$ cat config.mk
export PLATFORM = sky130hd
export DESIGN_NAME = alu_issue_ctrl_flat
export DESIGN_NICKNAME = d
export VERILOG_FILES = /design/src/rtl/alu_pkg.sv /design/src/rtl/alu_issue_ctrl_if.sv /design/src/rtl/alu_ctrl_fifo.sv /design/src/rtl/alu_issue_ctrl.sv /design/src/flat_wrapper.sv
export SDC_FILE = /design/constraint.sdc
export NUM_CORES = 1
export LEC_CHECK = 0
export BUFFER_PORTS_ARGS = -buffer_cell sky130_fd_sc_hd__buf_2
export CAP_MARGIN = 0
export CORE_MARGIN = 10
export CORE_UTILIZATION = 53
export CTS_CLUSTER_SIZE = 14
export DETAILED_ROUTE_END_ITERATION = 8
export PLACE_DENSITY = 0.79
export SLEW_MARGIN = 30
export SYNTH_ARGS = -nofsm -noshare
export SYNTH_HDL_FRONTEND = slang
export SYNTH_HIERARCHICAL = 1
export SYNTH_SLANG_ARGS = --single-unit
export TNS_END_PERCENT = 5
$ cat constraint.sdc
create_clock -name clk -period 4.3 [get_ports clk]
set_clock_uncertainty 0.1 [all_clocks]
set_input_delay 1.29 -clock clk [delete_from_list [all_inputs] [get_ports clk]]
set_output_delay 1.29 -clock clk [all_outputs]
set_load 0.01 [all_outputs]
$ cat src/rtl/alu_pkg.sv
// Shared ALU definitions: opcode encoding, idle opcode and datapath width.
package alu_pkg;

  localparam int DATA_W = 32;

  localparam logic [3:0] OP_ADD  = 4'd0;
  localparam logic [3:0] OP_SUB  = 4'd1;
  localparam logic [3:0] OP_AND  = 4'd2;
  localparam logic [3:0] OP_OR   = 4'd3;
  localparam logic [3:0] OP_XOR  = 4'd4;
  localparam logic [3:0] OP_SLL  = 4'd5;
  localparam logic [3:0] OP_SRL  = 4'd6;
  localparam logic [3:0] OP_SRA  = 4'd7;
  localparam logic [3:0] OP_SLTU = 4'd8;
  localparam logic [3:0] OP_SLT  = 4'd9;
  localparam logic [3:0] OP_NOP  = 4'hF;

  function automatic logic op_illegal(input logic [3:0] op);
    return op > OP_SLT;
  endfunction

endpackage

$ cat src/rtl/alu_issue_ctrl_if.sv
// Request, ALU-side and response signals of the issue controller.
interface alu_issue_ctrl_if #(parameter int TAG_W = 4);
  import alu_pkg::*;

  logic              req_valid;
  logic              req_ready;
  logic [3:0]        req_op;
  logic [DATA_W-1:0] req_a;
  logic [DATA_W-1:0] req_b;
  logic [TAG_W-1:0]  req_tag;

  logic [DATA_W-1:0] alu_in0;
  logic [DATA_W-1:0] alu_in1;
  logic [3:0]        control_signal;
  logic [DATA_W-1:0] alu_out;
  logic              zero_flag;

  logic              rsp_valid;
  logic              rsp_ready;
  logic [DATA_W-1:0] rsp_result;
  logic              rsp_zero;
  logic              rsp_illegal;
  logic [TAG_W-1:0]  rsp_tag;

  modport slave (
    input  req_valid, req_op, req_a, req_b, req_tag, alu_out, zero_flag, rsp_ready,
    output req_ready, alu_in0, alu_in1, control_signal,
           rsp_valid, rsp_result, rsp_zero, rsp_illegal, rsp_tag
  );

  modport master (
    output req_valid, req_op, req_a, req_b, req_tag, alu_out, zero_flag, rsp_ready,
    input  req_ready, alu_in0, alu_in1, control_signal,
           rsp_valid, rsp_result, rsp_zero, rsp_illegal, rsp_tag
  );

endinterface

$ cat src/rtl/alu_ctrl_fifo.sv
// Synchronous FIFO with registered occupancy; push when full and pop when empty are ignored.
module alu_ctrl_fifo #(
  parameter int WIDTH = 8,
  parameter int DEPTH = 4
) (
  input  logic                     clk,
  input  logic                     clear,
  input  logic                     push,
  input  logic                     pop,
  input  logic [WIDTH-1:0]         wdata,
  output logic [WIDTH-1:0]         rdata,
  output logic                     full,
  output logic                     empty,
  output logic [$clog2(DEPTH):0]   count
);
  localparam int AW = $clog2(DEPTH);

  logic [WIDTH-1:0] mem_q [DEPTH];
  logic [AW-1:0]    wr_ptr_q, rd_ptr_q;
  logic [AW:0]      count_q, count_d;
  logic             do_push, do_pop;

  assign full    = (count_q == (AW+1)'(DEPTH));
  assign empty   = (count_q == '0);
  assign count   = count_q;
  assign rdata   = mem_q[rd_ptr_q];
  assign do_push = push && !full;
  assign do_pop  = pop && !empty;

  always_comb begin
    count_d = count_q;
    case ({do_push, do_pop})
      2'b10:   count_d = count_q + 1'b1;
      2'b01:   count_d = count_q - 1'b1;
      default: count_d = count_q;
    endcase
  end

  always_ff @(posedge clk) begin
    if (clear) begin
      wr_ptr_q <= '0;
      rd_ptr_q <= '0;
      count_q  <= '0;
    end else begin
      if (do_push) wr_ptr_q <= wr_ptr_q + 1'b1;
      if (do_pop)  rd_ptr_q <= rd_ptr_q + 1'b1;
      count_q <= count_d;
    end
  end

  // Storage needs no reset: occupancy alone decides what is readable.
  always_ff @(posedge clk) begin
    if (do_push) mem_q[wr_ptr_q] <= wdata;
  end

endmodule

$ cat src/rtl/alu_issue_ctrl.sv
// Issue controller: request FIFO -> issue reg (drives ALU) -> ALU reg -> response FIFO,
// with credits bounding in-flight ops to the free response slots.
module alu_issue_ctrl
  import alu_pkg::*;
#(
  parameter int REQ_DEPTH = 4,
  parameter int RSP_DEPTH = 4,
  parameter int TAG_W     = 4
) (
  input  logic                 clk,
  input  logic                 clear,
  alu_issue_ctrl_if.slave      bus,
  output logic                 busy,
  output logic [DATA_W-1:0]    issue_count
);
  localparam int REQ_W = 4 + 2*DATA_W + TAG_W;
  localparam int RSP_W = DATA_W + 2 + TAG_W;
  localparam int CNT_W = $clog2(RSP_DEPTH) + 2;

  logic [REQ_W-1:0]             req_wdata, req_rdata;
  logic                         req_full, req_empty;
  logic [$clog2(REQ_DEPTH):0]   req_count;
  logic [RSP_W-1:0]             rsp_wdata, rsp_rdata;
  logic                         rsp_full, rsp_empty;
  logic [$clog2(RSP_DEPTH):0]   rsp_count;

  logic              i_valid_q, e_valid_q, e_ill_q;
  logic [3:0]        i_op_q;
  logic [DATA_W-1:0] i_a_q, i_b_q;
  logic [TAG_W-1:0]  i_tag_q, e_tag_q;
  logic [DATA_W-1:0] issue_cnt_q, issue_cnt_d;
  logic [CNT_W-1:0]  in_flight;
  logic              issue;
  logic [DATA_W-1:0] w_result;
  logic              w_zero;

  assign req_wdata = {bus.req_op, bus.req_a, bus.req_b, bus.req_tag};

  alu_ctrl_fifo #(.WIDTH(REQ_W), .DEPTH(REQ_DEPTH)) u_req_fifo (
    .clk(clk), .clear(clear),
    .push(bus.req_valid), .pop(issue),
    .wdata(req_wdata), .rdata(req_rdata),
    .full(req_full), .empty(req_empty), .count(req_count)
  );

  // rsp_count is the registered occupancy, so a pop this cycle frees its credit next cycle.
  assign in_flight   = CNT_W'(i_valid_q) + CNT_W'(e_valid_q) + CNT_W'(rsp_count);
  assign issue       = !req_empty && (in_flight < CNT_W'(RSP_DEPTH));
  assign issue_cnt_d = issue ? issue_cnt_q + 1'b1 : issue_cnt_q;

  always_ff @(posedge clk) begin
    if (clear) begin
      i_valid_q   <= 1'b0;
      i_op_q      <= OP_NOP;
      i_a_q       <= '0;
      i_b_q       <= '0;
      i_tag_q     <= '0;
      e_valid_q   <= 1'b0;
      e_ill_q     <= 1'b0;
      e_tag_q     <= '0;
      issue_cnt_q <= '0;
    end else begin
      i_valid_q <= issue;
      if (issue) {i_op_q, i_a_q, i_b_q, i_tag_q} <= req_rdata;
      e_valid_q   <= i_valid_q;
      e_ill_q     <= op_illegal(i_op_q);
      e_tag_q     <= i_tag_q;
      issue_cnt_q <= issue_cnt_d;
    end
  end

  assign bus.alu_in0        = i_a_q;
  assign bus.alu_in1        = i_b_q;
  assign bus.control_signal = i_valid_q ? i_op_q : OP_NOP;

  assign w_result  = e_ill_q ? '0 : bus.alu_out;
  assign w_zero    = e_ill_q | bus.zero_flag;
  assign rsp_wdata = {w_result, w_zero, e_ill_q, e_tag_q};

  alu_ctrl_fifo #(.WIDTH(RSP_W), .DEPTH(RSP_DEPTH)) u_rsp_fifo (
    .clk(clk), .clear(clear),
    .push(e_valid_q && !rsp_full), .pop(bus.rsp_ready),
    .wdata(rsp_wdata), .rdata(rsp_rdata),
    .full(rsp_full), .empty(rsp_empty), .count(rsp_count)
  );

  assign {bus.rsp_result, bus.rsp_zero, bus.rsp_illegal, bus.rsp_tag} = rsp_rdata;
  assign bus.rsp_valid = !rsp_empty;
  assign bus.req_ready = !req_full;

  assign busy        = (req_count != '0) || i_valid_q || e_valid_q || !rsp_empty;
  assign issue_count = issue_cnt_q;

endmodule

$ cat src/flat_wrapper.sv
// flat-port wrapper written by rule: the top's interface ports become plain ports
module alu_issue_ctrl_flat import alu_pkg::*;
#(
  parameter int REQ_DEPTH = 4,
  parameter int RSP_DEPTH = 4,
  parameter int TAG_W     = 4
)
  (clk, clear, busy, issue_count, bus_req_valid, bus_req_op, bus_req_a, bus_req_b, bus_req_tag, bus_alu_out, bus_zero_flag, bus_rsp_ready, bus_req_ready, bus_alu_in0, bus_alu_in1, bus_control_signal, bus_rsp_valid, bus_rsp_result, bus_rsp_zero, bus_rsp_illegal, bus_rsp_tag);
  alu_issue_ctrl_if #(.TAG_W(TAG_W)) bus_i ();
  input  logic clk;
  input  logic clear;
  output logic busy;
  output logic [DATA_W-1:0] issue_count;
  input wire logic [$bits(bus_i.req_valid)-1:0] bus_req_valid;
  input wire logic [$bits(bus_i.req_op)-1:0] bus_req_op;
  input wire logic [$bits(bus_i.req_a)-1:0] bus_req_a;
  input wire logic [$bits(bus_i.req_b)-1:0] bus_req_b;
  input wire logic [$bits(bus_i.req_tag)-1:0] bus_req_tag;
  input wire logic [$bits(bus_i.alu_out)-1:0] bus_alu_out;
  input wire logic [$bits(bus_i.zero_flag)-1:0] bus_zero_flag;
  input wire logic [$bits(bus_i.rsp_ready)-1:0] bus_rsp_ready;
  output wire logic [$bits(bus_i.req_ready)-1:0] bus_req_ready;
  output wire logic [$bits(bus_i.alu_in0)-1:0] bus_alu_in0;
  output wire logic [$bits(bus_i.alu_in1)-1:0] bus_alu_in1;
  output wire logic [$bits(bus_i.control_signal)-1:0] bus_control_signal;
  output wire logic [$bits(bus_i.rsp_valid)-1:0] bus_rsp_valid;
  output wire logic [$bits(bus_i.rsp_result)-1:0] bus_rsp_result;
  output wire logic [$bits(bus_i.rsp_zero)-1:0] bus_rsp_zero;
  output wire logic [$bits(bus_i.rsp_illegal)-1:0] bus_rsp_illegal;
  output wire logic [$bits(bus_i.rsp_tag)-1:0] bus_rsp_tag;
  assign bus_i.req_valid = bus_req_valid;
  assign bus_i.req_op = bus_req_op;
  assign bus_i.req_a = bus_req_a;
  assign bus_i.req_b = bus_req_b;
  assign bus_i.req_tag = bus_req_tag;
  assign bus_i.alu_out = bus_alu_out;
  assign bus_i.zero_flag = bus_zero_flag;
  assign bus_i.rsp_ready = bus_rsp_ready;
  assign bus_req_ready = bus_i.req_ready;
  assign bus_alu_in0 = bus_i.alu_in0;
  assign bus_alu_in1 = bus_i.alu_in1;
  assign bus_control_signal = bus_i.control_signal;
  assign bus_rsp_valid = bus_i.rsp_valid;
  assign bus_rsp_result = bus_i.rsp_result;
  assign bus_rsp_zero = bus_i.rsp_zero;
  assign bus_rsp_illegal = bus_i.rsp_illegal;
  assign bus_rsp_tag = bus_i.rsp_tag;
  alu_issue_ctrl #(.REQ_DEPTH(REQ_DEPTH), .RSP_DEPTH(RSP_DEPTH), .TAG_W(TAG_W)) u_core (.clk(clk), .clear(clear), .bus(bus_i), .busy(busy), .issue_count(issue_count));
endmodule
==> metrics <==
status complete, no violations; r2r endpoint u_core/u_req_fifo/count[2]$_SDFFE_PP0P_; CP max stage delay 0.62 ns; Final Util 62.6%; die area 49100 µm²; first-pass GRT wire length 73.0 mm; Max-cap violations 0; Clock Sinks 569; max-slew violations 0; TritonCTS buffer count 54; Max FO, Critical Path 38; peak supply drop 0.466 mV; Mapped Nets 1381; via count 11900; Hold EP u_core/i_tag_q[1]$_SDFFE_PP0P_; Final nets 1635; via/cell ratio roughly 5.7; RePlAce Congestion roughly 0.8; DP Wirelength 30.5 mm; Hold Path Origin u_core/i_tag_q[1]$_SDFFE_PP0P_; Cells after Synth 1258; register area share after synthesis 73.4%; ratio of final minimum period to clock period 86.0%; Worst Path Arrival 2.31 ns; Final Setup Violations 0; Placed Area roughly 23000 µm²; post-CTS resize count 0; Detailed Routing Iterations Pass 1 5; Rel. slew slack between 30% and 40%; leakage between 8 and 9 nW; final count of hold timing violations 0; grt ovf 0; top_reg_cell synth edfxtp_1; synthesized area 21500 µm²; crit start category flop; async set-or-reset flop fraction in the synthesized netlist 0%; Die X ~220 µm; Final Cell Area approximately 25000 µm²; crit path cell chain buf_4 -> mux4_2 -> buf_2; clock slew at the register clock pins of the worst setup and hold paths 0.06 ns; worst hold stages 2; remaining antenna violation count 0; Fillers ~2800; number of port buffers ~250; initial antenna violation count 9; Worst EP required 2.91 ns; DIE HEIGHT 222 µm; Area growth syn-to-layout 16.2%; worst skew pair latency 0.60 ns; yosys warns 6; Post-CTS Repair Setup Buffers 0; Tightest Pin Transition 0.986 ns; RSZ-0062 raised after global routing false; Tmin final 3.70 ns; Iter 0 DRT Violations about 1100; Crit. End Element output port; layout cells sized above 1 31.3%; Synth Area per Inst 17.1 µm²; r2r setup slk around 1.5 ns; I/O pin cnt 250; kind of critical path flop to output port; final setup margin 0.603 ns; htree depth 2; Routed wire per std cell 22.8 µm; CTS tree done; number of synthesized flops with an enable pin 440; CTS Buffer Depth 3; reg2reg path depth 12; vias in the first global route 12300; FF-to-FF Start u_core/i_valid_q$_SDFF_PP0_; Post-route DRC 0; worst min-delay path category flop to flop; placed cell count 1981; Starting Density 53.9%; Yosys reg bits 569; Finished Layout Cells 2087; gr usage total a little under a fifth; worst-case setup slack after placement 1.08 ns; highest clock rate 0.270 GHz; CTS Hold Buffers Added 0; largest net degree at the start of global routing around 100; Synth cell types between 40 and 50; Setup TNS 0 ns; Root Buffer clkbuf_16; Pwr per Cell Area between 500 and 600 nW/µm²; total wire length 47.7 mm; Worst path slowest cell mux4_2; Rows 73; Core ar. 39900 µm²
-- critical path, delay by kind of cell (launching register included) --
family,cells,cell delay [ns]
buffers and inverters,2,0.74
DFF,1,0.31
muxes,1,0.62
-- synthesized netlist by cell type (all sizes together), types with 6 or more instances --
cell | n | share of area [%]
and4 | 6 | 0.26
nor2 | 25 | 0.44
o31ai | 19 | 0.66
a21oi | 100 | 2.3
mux4 | 110 | 12
clkbuf | 31 | 0.54
xor2 | 7 | 0.28
edfxtp | 440 | 61
buf | 33 | 1.5
mux2 | 6 | 0.31
nand3 | 12 | 0.28
or3 | 10 | 0.30
inv | 23 | 0.40
ha | 12 | 0.70
nor2b | 44 | 1.3
nor4 | 6 | 0.17
or4 | 20 | 0.73
nand2b | 9 | 0.26
dfxtp | 129 | 12
nand4 | 8 | 0.26
o21ai | 12 | 0.28
and2 | 10 | 0.29
nand2 | 161 | 2.8
-- cells in the final DEF, fill, tap and decap left out, drive strengths merged, types with 7 or more instances in the layout --
cell,instances
ha,12
inv,24
a21oi,100
edfxtp,440
o21ai,12
nor2b,44
nor2,25
nand4,8
buf,262
dfxtp,129
xor2,7
mux4,110
o31ai,19
nand2,161
clkbuf,75
or4,20
or3,10
and2,10
nand2b,9
nand3,12
clkinv,19
-- how the worst max path moves through the flow --
stage	startpoint	endpoint	slack [ns]	cells after the start
floorplan	bus_req_valid	u_core/u_req_fifo/mem_q[0][0]$_DFFE_PP_	0.46	3
global placement	bus_req_valid	u_core/u_req_fifo/mem_q[1][42]$_DFFE_PP_	1.10	5
detailed placement	bus_req_valid	u_core/u_req_fifo/mem_q[1][33]$_DFFE_PP_	1.08	5
CTS	flop	bus_rsp_tag[1]	0.50	3
global route	flop	bus_rsp_tag[1]	0.41	3
finish	flop	bus_rsp_tag[2]	0.60	3
-- cells by family (layout without fill, tap and decap cells) --
family / count (synthesis) / count (layout) / synth area share (%)
flip-flops: 569 / 569 / 73.4
XOR/XNOR: 9 / 9 / 0.366
adder cells (fa/ha/maj): 14 / 14 / 0.883
AO/OA/AOI/OAI: 135 / 135 / 3.43
buffers and inverters: 87 / 385 / 2.42
AND/OR/NAND/NOR: 326 / 326 / 7.58
multiplexers: 118 / 118 / 11.9
other: 0 / 6 / 0
-- through the flow --
stage / hold WS [ns] / total power [mW]
6_report: 0.352 / 14.9
5_1_grt: 0.372 / 15.6
4_1_cts: 0.351 / 15.1
3_5_place_dp: 0.343 / 10.4
3_3_place_gp: 0.341 / 10.3
2_1_floorplan: 0.329 / 9.35
-- state kept, by name, summed over array words and instances (netlist names), named ones only --
name,flops
u_core/e_ill_q,1
u_core/i_tag_q,4
u_core/u_req_fifo/rd_ptr_q,2
u_core/u_rsp_fifo/count,3
u_core/e_valid_q,1
u_core/u_rsp_fifo/rd_ptr_q,2
u_core/issue_count,32
u_core/bus.alu_in0,32
u_core/u_rsp_fifo/wr_ptr_q,2
u_core/e_tag_q,4
u_core/bus.alu_in1,32
u_core/u_req_fifo/mem_q,288
u_core/i_valid_q,1
u_core/u_rsp_fifo/mem_q,152
u_core/i_op_q,4
u_core/u_req_fifo/count,3
u_core/u_req_fifo/wr_ptr_q,2
-- final cells by class --
class | instances | area (µm²) | area share, %
Sequential cell | 569 | 15800 | 63.2
Tap cell | 525 | 657 | 2.63
Clock inverter | 25 | 223 | 0.891
Timing Repair Buffer | 262 | 1430 | 5.73
Inverter | 23 | 86.3 | 0.345
Multi-Input combinational cell | 602 | 5240 | 21.0
Antenna cell | 6 | 15.0 | 0.0600
Clock buffer | 75 | 1540 | 6.16
-- layer usage --
layer  share of wire, %  track usage (%)  vias up
li1                   -                -     5346
met1                 40             23.5     5979
met2                 49             31.0      471
met3                9.0             6.55       75
met4                2.2             5.47        6
met5              0.099                0        -
-- report_power, final --
group | internal [mW] | leakage (nW) | switching, mW
Sequential | 6.68 | 5.09 | 0.416
Combinational | 1.32 | 2.67 | 1.87
Clock | 2.64 | 0.867 | 1.99
Power figures use the tool's default switching activity.
